<file path="config.mk">
export PLATFORM = sky130hd
export DESIGN_NAME = ex_stage_flat
export DESIGN_NICKNAME = d
export VERILOG_FILES = /design/src/rtl/ex_stage_if.sv /design/src/rtl/ex_stage.sv /design/src/flat_wrapper.sv
export SDC_FILE = /design/constraint.sdc
export NUM_CORES = 1
export LEC_CHECK = 0
export CAP_MARGIN = 0
export CELL_PAD_IN_SITES_DETAIL_PLACEMENT = 0
export CELL_PAD_IN_SITES_GLOBAL_PLACEMENT = 1
export CORE_MARGIN = 5
export CORE_UTILIZATION = 36
export DETAILED_ROUTE_END_ITERATION = 8
export GPL_ROUTABILITY_DRIVEN = 0
export PLACE_DENSITY_LB_ADDON = 0.1
export SLEW_MARGIN = 10
export SYNTH_ARGS = -nofsm -noshare
export SYNTH_HDL_FRONTEND = slang
export SYNTH_SLANG_ARGS = --single-unit
</file>
<file path="constraint.sdc">
create_clock -name clk -period 4.5 [get_ports clk]
set_input_delay 0.45 -clock clk [delete_from_list [all_inputs] [get_ports clk]]
set_output_delay 0.45 -clock clk [all_outputs]
set_load 0.03 [all_outputs]
</file>
<file path="src/rtl/ex_stage_if.sv">
// Bundle of the ID/EX-side inputs and EX-side results of the execute stage.
// The master drives the decoded instruction fields and forwarding controls.
// The slave is the execute stage, which returns the ALU result, flags and branch decision.
interface ex_stage_if #(
  parameter int WIDTH   = 8,
  parameter int FLAGS_W = 4
);
  logic               stall;
  logic               flush_Ex;
  logic [3:0]         Alu_Op_Ex;
  logic               SaveFlags_Ex;
  logic               returnF_Ex;
  logic [2:0]         br_type_Ex;
  logic [WIDTH-1:0]   R_ra_Ex;
  logic [WIDTH-1:0]   R_rb_Ex;
  logic [1:0]         fwd_a_sel;
  logic [1:0]         fwd_b_sel;
  logic [WIDTH-1:0]   fwd_mem_data;
  logic [WIDTH-1:0]   fwd_wb_data;
  logic [WIDTH-1:0]   alu_out_Ex;
  logic [WIDTH-1:0]   op_b_Ex;
  logic [FLAGS_W-1:0] ccr;
  logic [FLAGS_W-1:0] saved_ccr;
  logic               branch_taken;
  logic [WIDTH-1:0]   branch_target;

  modport master (
    output stall, flush_Ex, Alu_Op_Ex, SaveFlags_Ex, returnF_Ex, br_type_Ex,
           R_ra_Ex, R_rb_Ex, fwd_a_sel, fwd_b_sel, fwd_mem_data, fwd_wb_data,
    input  alu_out_Ex, op_b_Ex, ccr, saved_ccr, branch_taken, branch_target
  );

  modport slave (
    input  stall, flush_Ex, Alu_Op_Ex, SaveFlags_Ex, returnF_Ex, br_type_Ex,
           R_ra_Ex, R_rb_Ex, fwd_a_sel, fwd_b_sel, fwd_mem_data, fwd_wb_data,
    output alu_out_Ex, op_b_Ex, ccr, saved_ccr, branch_taken, branch_target
  );
endinterface

</file>
<file path="src/rtl/ex_stage.sv">
// Execute stage: operand forwarding, 8-bit ALU, condition-code register
// {V,C,N,Z}, interrupt flag save/restore and conditional-jump resolution.
module ex_stage #(
  parameter int WIDTH   = 8,
  parameter int FLAGS_W = 4
) (
  input  logic     clk,
  input  logic     rst_n,
  ex_stage_if.slave bus
);

  // Flag bit positions inside the CCR
  localparam int FV = 3;
  localparam int FC = 2;
  localparam int FN = 1;
  localparam int FZ = 0;

  localparam logic [3:0] OP_PASS = 4'd0;
  localparam logic [3:0] OP_MOV  = 4'd1;
  localparam logic [3:0] OP_ADD  = 4'd2;
  localparam logic [3:0] OP_SUB  = 4'd3;
  localparam logic [3:0] OP_AND  = 4'd4;
  localparam logic [3:0] OP_OR   = 4'd5;
  localparam logic [3:0] OP_RLC  = 4'd6;
  localparam logic [3:0] OP_RRC  = 4'd7;
  localparam logic [3:0] OP_SETC = 4'd8;
  localparam logic [3:0] OP_CLRC = 4'd9;
  localparam logic [3:0] OP_NOT  = 4'd10;
  localparam logic [3:0] OP_NEG  = 4'd11;
  localparam logic [3:0] OP_INC  = 4'd12;
  localparam logic [3:0] OP_DEC  = 4'd13;

  localparam logic [2:0] BR_JZ  = 3'd1;
  localparam logic [2:0] BR_JN  = 3'd2;
  localparam logic [2:0] BR_JC  = 3'd3;
  localparam logic [2:0] BR_JV  = 3'd4;
  localparam logic [2:0] BR_JMP = 3'd5;

  localparam logic [WIDTH:0] ONE_EXT = (WIDTH+1)'(1);

  logic [WIDTH-1:0]   op_a;
  logic [WIDTH-1:0]   op_b;
  logic [WIDTH-1:0]   alu_out;
  logic [WIDTH:0]     sum_ext;
  logic               zn_update;
  logic [FLAGS_W-1:0] alu_flags;
  logic [FLAGS_W-1:0] clear_mask;
  logic               branch_cond;
  logic               taken;
  logic [FLAGS_W-1:0] ccr_next;
  logic [FLAGS_W-1:0] ccr_reg;
  logic [FLAGS_W-1:0] saved_reg;

  // Forwarding muxes for both operands (select 3 falls back to the register file)
  always_comb begin
    case (bus.fwd_a_sel)
      2'd1:    op_a = bus.fwd_mem_data;
      2'd2:    op_a = bus.fwd_wb_data;
      default: op_a = bus.R_ra_Ex;
    endcase
    case (bus.fwd_b_sel)
      2'd1:    op_b = bus.fwd_mem_data;
      2'd2:    op_b = bus.fwd_wb_data;
      default: op_b = bus.R_rb_Ex;
    endcase
  end

  // ALU result and the flag word it would produce; untouched flags keep the CCR value
  always_comb begin
    alu_out   = op_a;
    sum_ext   = '0;
    zn_update = 1'b0;
    alu_flags = ccr_reg;
    case (bus.Alu_Op_Ex)
      OP_PASS: alu_out = op_a;
      OP_MOV:  alu_out = op_b;
      OP_ADD: begin
        sum_ext       = {1'b0, op_a} + {1'b0, op_b};
        alu_out       = sum_ext[WIDTH-1:0];
        alu_flags[FC] = sum_ext[WIDTH];
        alu_flags[FV] = (op_a[WIDTH-1] == op_b[WIDTH-1]) && (alu_out[WIDTH-1] != op_a[WIDTH-1]);
        zn_update     = 1'b1;
      end
      OP_SUB: begin
        // The extra top bit of the extended difference is the borrow (A < B unsigned)
        sum_ext       = {1'b0, op_a} - {1'b0, op_b};
        alu_out       = sum_ext[WIDTH-1:0];
        alu_flags[FC] = sum_ext[WIDTH];
        alu_flags[FV] = (op_a[WIDTH-1] != op_b[WIDTH-1]) && (alu_out[WIDTH-1] != op_a[WIDTH-1]);
        zn_update     = 1'b1;
      end
      OP_AND: begin
        alu_out   = op_a & op_b;
        zn_update = 1'b1;
      end
      OP_OR: begin
        alu_out   = op_a | op_b;
        zn_update = 1'b1;
      end
      OP_RLC: begin
        alu_out       = {op_b[WIDTH-2:0], ccr_reg[FC]};
        alu_flags[FC] = op_b[WIDTH-1];
      end
      OP_RRC: begin
        alu_out       = {ccr_reg[FC], op_b[WIDTH-1:1]};
        alu_flags[FC] = op_b[0];
      end
      OP_SETC: begin
        alu_out       = op_b;
        alu_flags[FC] = 1'b1;
      end
      OP_CLRC: begin
        alu_out       = op_b;
        alu_flags[FC] = 1'b0;
      end
      OP_NOT: begin
        alu_out   = ~op_b;
        zn_update = 1'b1;
      end
      OP_NEG: begin
        alu_out   = '0 - op_b;
        zn_update = 1'b1;
      end
      OP_INC: begin
        sum_ext       = {1'b0, op_b} + ONE_EXT;
        alu_out       = sum_ext[WIDTH-1:0];
        alu_flags[FC] = sum_ext[WIDTH];
        alu_flags[FV] = !op_b[WIDTH-1] && alu_out[WIDTH-1];
        zn_update     = 1'b1;
      end
      OP_DEC: begin
        sum_ext       = {1'b0, op_b} - ONE_EXT;
        alu_out       = sum_ext[WIDTH-1:0];
        alu_flags[FC] = sum_ext[WIDTH];
        alu_flags[FV] = op_b[WIDTH-1] && !alu_out[WIDTH-1];
        zn_update     = 1'b1;
      end
      default: alu_out = op_a;
    endcase
    if (zn_update) begin
      alu_flags[FZ] = (alu_out == '0);
      alu_flags[FN] = alu_out[WIDTH-1];
    end
  end

  // Branch resolution against the committed CCR; a taken conditional jump consumes its flag
  always_comb begin
    branch_cond = 1'b0;
    clear_mask  = '0;
    case (bus.br_type_Ex)
      BR_JZ: begin
        branch_cond    = ccr_reg[FZ];
        clear_mask[FZ] = 1'b1;
      end
      BR_JN: begin
        branch_cond    = ccr_reg[FN];
        clear_mask[FN] = 1'b1;
      end
      BR_JC: begin
        branch_cond    = ccr_reg[FC];
        clear_mask[FC] = 1'b1;
      end
      BR_JV: begin
        branch_cond    = ccr_reg[FV];
        clear_mask[FV] = 1'b1;
      end
      BR_JMP:  branch_cond = 1'b1;
      default: branch_cond = 1'b0;
    endcase
    taken    = branch_cond && !bus.flush_Ex;
    ccr_next = taken ? (alu_flags & ~clear_mask) : alu_flags;
  end

  // CCR and saved flags: stall/flush hold both, return restores, save captures the pre-edge CCR
  always_ff @(posedge clk or negedge rst_n) begin
    if (!rst_n) begin
      ccr_reg   <= '0;
      saved_reg <= '0;
    end else if (!bus.stall && !bus.flush_Ex) begin
      ccr_reg <= bus.returnF_Ex ? saved_reg : ccr_next;
      if (bus.SaveFlags_Ex) begin
        saved_reg <= ccr_reg;
      end
    end
  end

  assign bus.alu_out_Ex    = alu_out;
  assign bus.op_b_Ex       = op_b;
  assign bus.ccr           = ccr_reg;
  assign bus.saved_ccr     = saved_reg;
  assign bus.branch_taken  = taken;
  assign bus.branch_target = op_b;

endmodule

</file>
<file path="src/flat_wrapper.sv">
// flat-port wrapper written by rule: the top's interface ports become plain ports
module ex_stage_flat 
#(
  parameter int WIDTH   = 8,
  parameter int FLAGS_W = 4
)
  (clk, rst_n, bus_stall, bus_flush_Ex, bus_Alu_Op_Ex, bus_SaveFlags_Ex, bus_returnF_Ex, bus_br_type_Ex, bus_R_ra_Ex, bus_R_rb_Ex, bus_fwd_a_sel, bus_fwd_b_sel, bus_fwd_mem_data, bus_fwd_wb_data, bus_alu_out_Ex, bus_op_b_Ex, bus_ccr, bus_saved_ccr, bus_branch_taken, bus_branch_target);
  ex_stage_if #(.WIDTH(WIDTH), .FLAGS_W(FLAGS_W)) bus_i ();
  input  logic clk;
  input  logic rst_n;
  input wire logic [$bits(bus_i.stall)-1:0] bus_stall;
  input wire logic [$bits(bus_i.flush_Ex)-1:0] bus_flush_Ex;
  input wire logic [$bits(bus_i.Alu_Op_Ex)-1:0] bus_Alu_Op_Ex;
  input wire logic [$bits(bus_i.SaveFlags_Ex)-1:0] bus_SaveFlags_Ex;
  input wire logic [$bits(bus_i.returnF_Ex)-1:0] bus_returnF_Ex;
  input wire logic [$bits(bus_i.br_type_Ex)-1:0] bus_br_type_Ex;
  input wire logic [$bits(bus_i.R_ra_Ex)-1:0] bus_R_ra_Ex;
  input wire logic [$bits(bus_i.R_rb_Ex)-1:0] bus_R_rb_Ex;
  input wire logic [$bits(bus_i.fwd_a_sel)-1:0] bus_fwd_a_sel;
  input wire logic [$bits(bus_i.fwd_b_sel)-1:0] bus_fwd_b_sel;
  input wire logic [$bits(bus_i.fwd_mem_data)-1:0] bus_fwd_mem_data;
  input wire logic [$bits(bus_i.fwd_wb_data)-1:0] bus_fwd_wb_data;
  output wire logic [$bits(bus_i.alu_out_Ex)-1:0] bus_alu_out_Ex;
  output wire logic [$bits(bus_i.op_b_Ex)-1:0] bus_op_b_Ex;
  output wire logic [$bits(bus_i.ccr)-1:0] bus_ccr;
  output wire logic [$bits(bus_i.saved_ccr)-1:0] bus_saved_ccr;
  output wire logic [$bits(bus_i.branch_taken)-1:0] bus_branch_taken;
  output wire logic [$bits(bus_i.branch_target)-1:0] bus_branch_target;
  assign bus_i.stall = bus_stall;
  assign bus_i.flush_Ex = bus_flush_Ex;
  assign bus_i.Alu_Op_Ex = bus_Alu_Op_Ex;
  assign bus_i.SaveFlags_Ex = bus_SaveFlags_Ex;
  assign bus_i.returnF_Ex = bus_returnF_Ex;
  assign bus_i.br_type_Ex = bus_br_type_Ex;
  assign bus_i.R_ra_Ex = bus_R_ra_Ex;
  assign bus_i.R_rb_Ex = bus_R_rb_Ex;
  assign bus_i.fwd_a_sel = bus_fwd_a_sel;
  assign bus_i.fwd_b_sel = bus_fwd_b_sel;
  assign bus_i.fwd_mem_data = bus_fwd_mem_data;
  assign bus_i.fwd_wb_data = bus_fwd_wb_data;
  assign bus_alu_out_Ex = bus_i.alu_out_Ex;
  assign bus_op_b_Ex = bus_i.op_b_Ex;
  assign bus_ccr = bus_i.ccr;
  assign bus_saved_ccr = bus_i.saved_ccr;
  assign bus_branch_taken = bus_i.branch_taken;
  assign bus_branch_target = bus_i.branch_target;
  ex_stage #(.WIDTH(WIDTH), .FLAGS_W(FLAGS_W)) u_core (.clk(clk), .rst_n(rst_n), .bus(bus_i));
endmodule
</file>
## Yosys cells after proc, flatten, opt, wreduce, memory -nomap -nowiden

Index checks and enable logic that the tools add are counted.

- Muxes and demuxes: 14
- Eq/ne operators: 26
- Reductions and logical operators: 14
- Add/subtract/negate cells: 5
- Bitwise gates (word level): 5

Operator list:

| cell | count |
|---|---|
| $pmux 8 s11 | 1 |
| $pmux 8 s2 | 2 |
| $eq 4x4->1 const B | 6 |
| $eq 4x3->1 const B | 4 |
| $add 8x1->9 const B | 1 |
| $add 8x8->9 | 1 |
| $sub 8x1->9 const B | 1 |
| $sub 8x8->9 | 1 |
| $and 8x8->8 | 1 |
| $eq 4x2->1 const B | 2 |
| $logic_not 8->1 | 1 |
| $mux 4 | 2 |
| $not 8->8 | 1 |
| $or 8x8->8 | 1 |
| $pmux 1 s8 | 1 |
| $reduce_or 8->1 | 1 |
| $sub 1x8->8 const A | 1 |
| $eq 3x2->1 const B | 2 |
| $eq 3x3->1 const B | 2 |
| $logic_and 1x1->1 | 6 |
| $mux 1 | 5 |
| $pmux 1 s5 | 1 |
| $and 4x4->4 | 1 |
| $eq 2x1->1 const B | 2 |
| other kinds (11) | 17 |

- Bits in registers: 8
- Word-level logic and storage cells: 66
- Input port bits: 49

## Logic depth before layout (Yosys ltp)

Gate-level depths: netlist (run 1).

- Depth in word-level cells: 9
- Depth in mapped cells: 18

## Least setup slack after synthesis (run 1)

OpenSTA, ideal clock, no wires.

- Kind: input to output
- From: input bus_fwd_b_sel[0]
- To: output bus_alu_out_Ex[7]
- Data required time: 4.050 ns
- Path slack: -0.193 ns
- Path buffers: 2
- Arrival: 4.243 ns
- Stages: 13
- Cells stage by stage: inv_1 > ha_1 > buf_4 > and2b_1 > nor2_1 > inv_1 > ha_1 > clkbuf_1 > o311a_1 > o31ai_1 > xnor2_1 > o221ai_1 > a2bb2oi_1

- Longest elaborated chain between the ends: 4
- Elaborated cells on any way between the ends: 12

Ends and longest elaborated chain:

| element | line | source |
|---|---|---|
| start, declared | flat_wrapper.sv:20 | `input wire logic [$bits(bus_i.fwd_b_sel)-1:0] bus_fwd_b_sel;` |
| $eq 2x2->1 or $eq 2x1->1 (tied branches) | ex_stage.sv:61 | `case (bus.fwd_b_sel)` |
| $pmux 8 s2 (*) | ex_stage.sv:61 |  |
| named net bus_branch_target[3] | flat_wrapper.sv:28 | `output wire logic [$bits(bus_i.branch_target)-1:0] bus_branch_target;` |
| $sub 8x1->9 (tied with other cells) | ex_stage.sv:132 | `sum_ext = {1'b0, op_b} - ONE_EXT;` |
| $pmux 8 s11 (*) | ex_stage.sv:74 | `case (bus.Alu_Op_Ex)` |
| end, declared | flat_wrapper.sv:23 | `output wire logic [$bits(bus_i.alu_out_Ex)-1:0] bus_alu_out_Ex;` |

Mark *: on every way through the listed nets, which the timed path passes. The rest lies on a longest branch.

## Worst setup path in the final report (run 1)

- From: input bus_fwd_a_sel[0]
- To: output bus_alu_out_Ex[7]

- Longest elaborated chain between the ends: 4
- Elaborated cells on any way between the ends: 8

Ends and longest elaborated chain:

| element | line | source |
|---|---|---|
| start, declared | flat_wrapper.sv:19 | `input wire logic [$bits(bus_i.fwd_a_sel)-1:0] bus_fwd_a_sel;` |
| $eq 2x2->1 or $eq 2x1->1 (tied branches) | ex_stage.sv:56 | `case (bus.fwd_a_sel)` |
| $pmux 8 s2 (*) | ex_stage.sv:56 |  |
| $sub 8x8->9 (tied with other cells) | ex_stage.sv:86 | `sum_ext = {1'b0, op_a} - {1'b0, op_b};` |
| $pmux 8 s11 (*) | ex_stage.sv:74 |  |

Mark *: on every way between the ends. The rest lies on a longest branch, timed or not.

==> results of run 1 <==
==> routing by layer <==
layer / GRT usage (%) / vias to the layer above / part of all wire, %
li1: - / 1936 / -
met1: 36.8 / 1924 / 44
met2: 41.1 / 200 / 46
met3: 4.33 / 16 / 8.4
met4: 4.38 / 0 / 1.6
met5: 0 / - / 0
==> worst max path at each step <==
stage / endpoint / slack [ns] / cells after the start
6_report: bus_alu_out_Ex[7] / 0.13 / 16
5_1_grt: bus_alu_out_Ex[5] / 0.002 / 15
4_1_cts: bus_alu_out_Ex[6] / 0.005 / 17
3_5_place_dp: bus_alu_out_Ex[5] / -0.28 / 12
3_3_place_gp: bus_alu_out_Ex[5] / -0.25 / 12
2_1_floorplan: bus_alu_out_Ex[7] / 0.07 / 13
==> layout make-up <==
cell class / instances / area (sq um)
Clock buffer: 3 / 41.3
Fill cell: 828 / 3700
Inverter: 32 / 123
Multi-Input combinational cell: 370 / 2680
Sequential cell: 8 / 200
Tap cell: 105 / 131
Timing Repair Buffer: 164 / 1420
==> kinds of logic after synthesis <==
| logic type | synth area share (%) |
|---|---|
| compound gates | 37.8 |
| simple gates | 22.6 |
| buf+inv | 9.85 |
| fa+ha+maj | 14.2 |
| mux | 5.41 |
| xor+xnor | 3.68 |
| flops | 6.46 |
==> Yosys cell counts (7+ instances only) <==
cell type,number
nand2_1,39
nor2_1,39
a21oi_1,32
ha_1,32
inv_1,26
o21ai_0,26
a22oi_1,17
clkbuf_1,17
nor3_1,13
nand3_1,12
a211oi_1,11
buf_4,10
mux2i_1,10
o211ai_1,10
nor2b_1,9
dfrtp_1,8
xnor2_1,8
nand2b_1,7
==> worst reg2reg max path: stages, from the launching register on <==
cell,delay [ns]
dfrtp_1,0.48
a22oi_1,0.23
a311oi_1,0.13
or4_1,0.53
or3_1,0.39
o41ai_2,0.22
==> report_power, final <==
group	internal (mW)	switching [mW]	leakage [nW]
clock network	0.0579	0.0279	0.0216
logic	0.389	0.489	1.83
registers	0.0872	0.0176	0.0995
==> repair_timing <==
item,4_1_cts,5_1_grt
setup endpoints to repair,5,5
buffers inserted,3,1
gates resized for setup,8,18
pin swaps,1,4
==> metrics.md, run 1 <==
| Metric | Value |
|---|---|
| Status | finished, final reports clean |
| Remaining antenna violation count | 0 |
| Syn avg cell area | 6.96 sq um |
| Clk buf depth | 2 |
| Initial antenna violation count | 0 |
| First-pass GRT wire length | between 20,000 and 25,000 um |
| Max-Cap Viols | 0 |
| Post-route DRC | 0 |
| DP HPWL | between 10,000 and 15,000 um |
| Distinct cell type count after synthesis | 73 |
| CTS Buf Count | 3 |
| Dominant cells by area after synthesis | ha_1, dfrtp_1, a21oi_1 |
| CTS tree | yes |
| Worst slew pin tran | 0.748 ns |
| Setup WS post-layout | 0.126 ns |
| Post-synth top area share | 12.9% |
| Chip height | ~100 um |
| Final worst clock skew | around 0.00068 ns |
| CP Max Fanout | 10 |
| Sequential area share after synthesis | approximately 6.5% |
| Hold Slack | 0.511 ns |
| DR pass1 iterations | 5 |
| RSZ-0062 raised after global routing | no |
| Syn nets | 528 |
| IO Pins | 82 |
| Layout cells sized above 1 | 22.5% |
| Routed WL per cell | between 15 and 20 um |
| Layout Nets | roughly 660 |
| Cells after Synth | 445 |
| Area grow syn2layout | 48.4% |
| Crit path required time | between 4 and 5 ns |
| Reg2Reg Depth | 5 |
| Area of the core | between 8000 and 9000 sq um |
| Worst Setup Slack post-DPL | -0.278 ns |
| Initial drt markers | around 350 |
| Setup TNS | 0 ns |
| Crit path launch | bus_fwd_a_sel[0] |
| Most used cell, CP | buf_4 |
| Clk_lat worst skew | 0.23 ns |
| Largest net degree at the start of global routing | 27 |
| Reg clk slew, reported paths | 0.04 ns |
| Inserted Diodes | 0 |
| Share of async-settable or async-resettable flops after synthesis | 100% |
| Hold Violations, Final | 0 |
| Vias per cell | between 5 and 6 |
| Post-route insts no fill | 682 |
| Setup violators final | 0 |
| Worst r2r src | u_core.bus.ccr[2] |
| Worst Path Arrival | between 3 and 4 ns |
| Site Rows | 33 |
| Slew margin rel. | around half |
| Total power | 1.07 mW |
| Root Driver | clkbuf_8 |
| Global-route usage over all layers | 25.7% |
| Number of synthesized flops with an enable pin | 0 |
| Delay-heaviest family, CP | compound AO/OA/AOI/OAI gates |
| H-tree depth | 1 |
| Buf+Inv Stages, Crit Path | 6 |
| Tmin final | ~4.4 ns |
| Leakage | 1.95 nW |
| Clock sink total | 8 |
| Max IR drop VDD | around 96 uV |
| Crit. End Element | primary output |
| Final worst-path cycle share | 97.2% |
| Number of hold buffers added after CTS | 0 |
| Crit path cell chain | clkdlybuf4s50_1 > inv_1 > ha_2 > buf_4 > nand2_1 > o21ai_0 > ha_2 > o21ai_0 > o311a_1 > buf_4 > o31ai_1 > buf_4 > xnor2_1 > o221ai_2 > a2bb2oi_2 > buf_4 |
| Most frequent cells in the layout | buf_4, clkdlybuf4s50_1, nand2_1 |
| Total Routed Length | roughly 14,000 um |
| CP Class | in -> out |
| Finished Core Util | a little under three fifths |
| Min-Delay Path Class | in -> async |
| R2R Setup Slk | 2.42 ns |
| Synth Flop Type | dfrtp_1 |
| Design area | 4600 sq um |
| Commonest non-fill, non-tap cell in the layout | buf_4 |
| Grt total ovfl | 0 |
| Max Clk Rate | roughly 230 MHz |
| PD cells | 232 nW/um^2 |
| Slowest stage delay, CP | 0.48 ns |
| Final Max Slew Viols | 0 |
| Synth area leader | ha_1 |
| Initial Util | approximately 37% |
| CP max stage cell | clkdlybuf4s50_1 |
| CP startpoint kind | primary input |
| Ys Warns | 0 |
| Cell area after synthesis | a little over 3000 sq um |
| Placed Cells | between 600 and 700 |
| Post-DP Area | between 4000 and 5000 sq um |
| Die area | approximately 11,000 sq um |
| Port bufs | 81 |
| Die Wd | just over 100 um |
| Register bit total from synthesis | 8 |
| Vias in the first global route | 3,863 |
| Vias | just over 4,000 |
| RR Endpoint | u_core.bus.ccr[0] |
Note: power is estimated with default switching activity, not from simulation.
==> inputs of run 2 (changes only) <==
GPL_TIMING_DRIVEN = 0   (was default)
==> run 2 against run 1 <==
Compared with the run above:
- maximum frequency up 2.2%
- sequential power is essentially flat
- critical endpoint is now bus_alu_out_Ex[6]
- combinational power is 2.7% lower
- critical path depth up 1
- clock skew is 0.0029 ns higher
- largest power group unchanged
- register-to-register slack lost 0.05 ns
- sequential share of layout area increased by 0.20 points
- die area unchanged
- global-route usage fell by 0.43 points
==> metrics.md, run 2 (synthesis gave the netlist of run 1 again) <==
| Metric | Value |
|---|---|
| Status | finished, final reports clean |
| Global-route usage over all layers | about a quarter |
| DP HPWL | ~10,000 um |
| Area of the core | 8300 sq um |
| Min-Delay Path Class | in -> async |
| Total power | between 1 and 1.5 mW |
| RSZ-0062 raised after global routing | no |
| Die area | 10,600 sq um |
| Register share of total power | around 10% |
| Initial Util | between 30% and 40% |
| Most used cell, CP | a21oi_2 |
| Clock share of power | 8.1% |
| Largest net degree at the start of global routing | 14 |
| First-pass GRT wire length | slightly above 20,000 um |
| Post-route DRC | 0 |
| Combinational share of power | between 80 and 90% |
| Remaining antenna violation count | 0 |
| PD cells | 237 nW/um^2 |
| Clk buf depth | 2 |
| Net Sw Power | roughly 0.55 mW |
| Post-route insts no fill | 639 |
| Layout Nets | around 620 |
| Layout cells sized above 1 | between 10% and 20% |
| Clock sink total | 8 |
| Commonest non-fill, non-tap cell in the layout | clkdlybuf4s50_1 |
| Delay-heaviest family, CP | compound AO/OA/AOI/OAI gates |
| Number of hold buffers added after CTS | 0 |
| Clk_lat worst skew | 0.23 ns |
| Crit path required time | a little over 4 ns |
| Slew margin rel. | between 50% and 60% |
| CP max stage cell | clkdlybuf4s50_1 |
| CTS Buf Count | 3 |
| Design area | roughly 4400 sq um |
| Max-Cap Viols | 0 |
| Final worst-path cycle share | between 90 and 100% |
| Total Routed Length | approximately 14,000 um |
| Placed Cells | 628 |
| Root Driver | clkbuf_8 |
| Die Wd | a little over 100 um |
| Initial antenna violation count | 0 |
| CP startpoint kind | primary input |
| Routed WL per cell | around 21 um |
| Max Clk Rate | 234 MHz |
| Hold Violations, Final | 0 |
| Site Rows | 33 |
| Final worst clock skew | 0.00360 ns |
| Buf+Inv Stages, Crit Path | 4 |
| Setup violators final | 0 |
| Crit path cell chain | clkdlybuf4s50_1 > inv_1 > ha_2 > a22oi_1 > nor2_1 > a21oi_2 > inv_1 > ha_4 > fa_1 > a21oi_2 > o21bai_2 > a221oi_4 > o221a_2 > o22ai_1 > a211oi_2 > a21oi_2 > buf_4 |
| Crit. End Element | primary output |
| Post-DP Area | 4010 sq um |
| CP Max Fanout | 8 |
| Setup TNS | 0 ns |
| Leakage | ~1.7 nW |
| Grt total ovfl | 0 |
| Inserted Diodes | 0 |
| Final Max Slew Viols | 0 |
| H-tree depth | 1 |
| Sw frac | 52.7% |
| Initial drt markers | approximately 370 |
| Tmin final | about 4.3 ns |
| Port bufs | between 70 and 80 |
| Vias | a little under 4,000 |
| Most frequent cells in the layout | clkdlybuf4s50_1, nand2_1, nor2_1 |
| DR pass1 iterations | 5 |
| Reg clk slew, reported paths | approximately 0.04 ns |
| Vias in the first global route | 3,705 |
| Worst slew pin tran | 0.727 ns |
| CP Class | in -> out |
| CTS tree | yes |
| Worst Path Arrival | ~3.8 ns |
| Max IR drop VDD | approximately 110 uV |
| Slowest stage delay, CP | roughly 0.53 ns |
| IO Pins | about 80 |
| Vias per cell | between 6 and 7 |
| Finished Core Util | around 53% |
| P_int | just under 0.5 mW |
| Chip height | 103 um |
| Area grow syn2layout | 41.8% |
run 2: cell count changes in the layout (fill, tap and decap cells not counted), sizes merged:
| cell | before | now |
|---|---|---|
| dlymetal6s2s | 0 | 2 |
| clkdlybuf4s15 | 0 | 1 |
| buf | 87 | 35 |
| dlygate4sd2 | 3 | 2 |
| clkbuf | 3 | 15 |
| clkdlybuf4s50 | 74 | 69 |
run 2: layout make-up:
class                      count  area [sq um]
sequential                     8           200
timing repair buffer          91           883
clock buffer                   3          41.3
inverter                      32           128
fill                         825          3910
tap                          105           131
buffer                        30           181
multi-input combinational    370          2830
run 2: metrics by stage:
stage | hold WS, ns | worst slack, ns
floorplan | 0.154 | 0.0684
global placement | 0.518 | -1.10
detailed placement | 0.517 | -1.14
CTS | 0.513 | -0.0395
global route | 0.550 | 0.0513
finish | 0.503 | 0.219
run 2: metal layers:
metal  wire [um]  global-route usage [%]  up-vias  share of wire [%]
met5           0                       0        -                  0
met4         351                    6.57        0                2.6
met3        1330                    4.53       24                9.8
met2        5850                    37.1      211                 43
met1        5980                    37.8     1834                 44
li1            -                       -     1847                  -
run 2: repair_timing:
| action | CTS | global route |
|---|---|---|
| cloned | 0 | 0 |
| endpoints found under the setup margin | 8 | 9 |
| buffers inserted | 9 | 4 |
| pin swaps | 5 | 9 |
| resized for setup | 55 | 35 |
| hold endpoints to repair | 0 | 0 |
run 2: final timing paths:
kind	startpoint	to	slack, ns	depth (start not counted)
min reg2reg	u_core.bus.saved_ccr[2]	u_core.bus.saved_ccr[2]	0.53	1
max	bus_fwd_a_sel[1]	bus_alu_out_Ex[6]	0.22	17
max in group asynchronous	rst_n	u_core.bus.saved_ccr[0]	3.73	1
max reg2reg	u_core.bus.ccr[2]	u_core.bus.ccr[0]	2.37	5
min in group clk	u_core.bus.saved_ccr[2]	u_core.bus.saved_ccr[2]	0.53	1
min	rst_n	u_core.bus.ccr[2]	0.50	1
run 2: power by group through the flow:
stage               clock network (mW)  logic (mW)  registers, mW
floorplan                            0       0.458          0.130
global placement                     0       0.759          0.105
detailed placement                   0       0.760          0.106
CTS                             0.0880       0.800          0.105
global route                    0.0922       0.913          0.107
finish                          0.0845       0.854          0.105
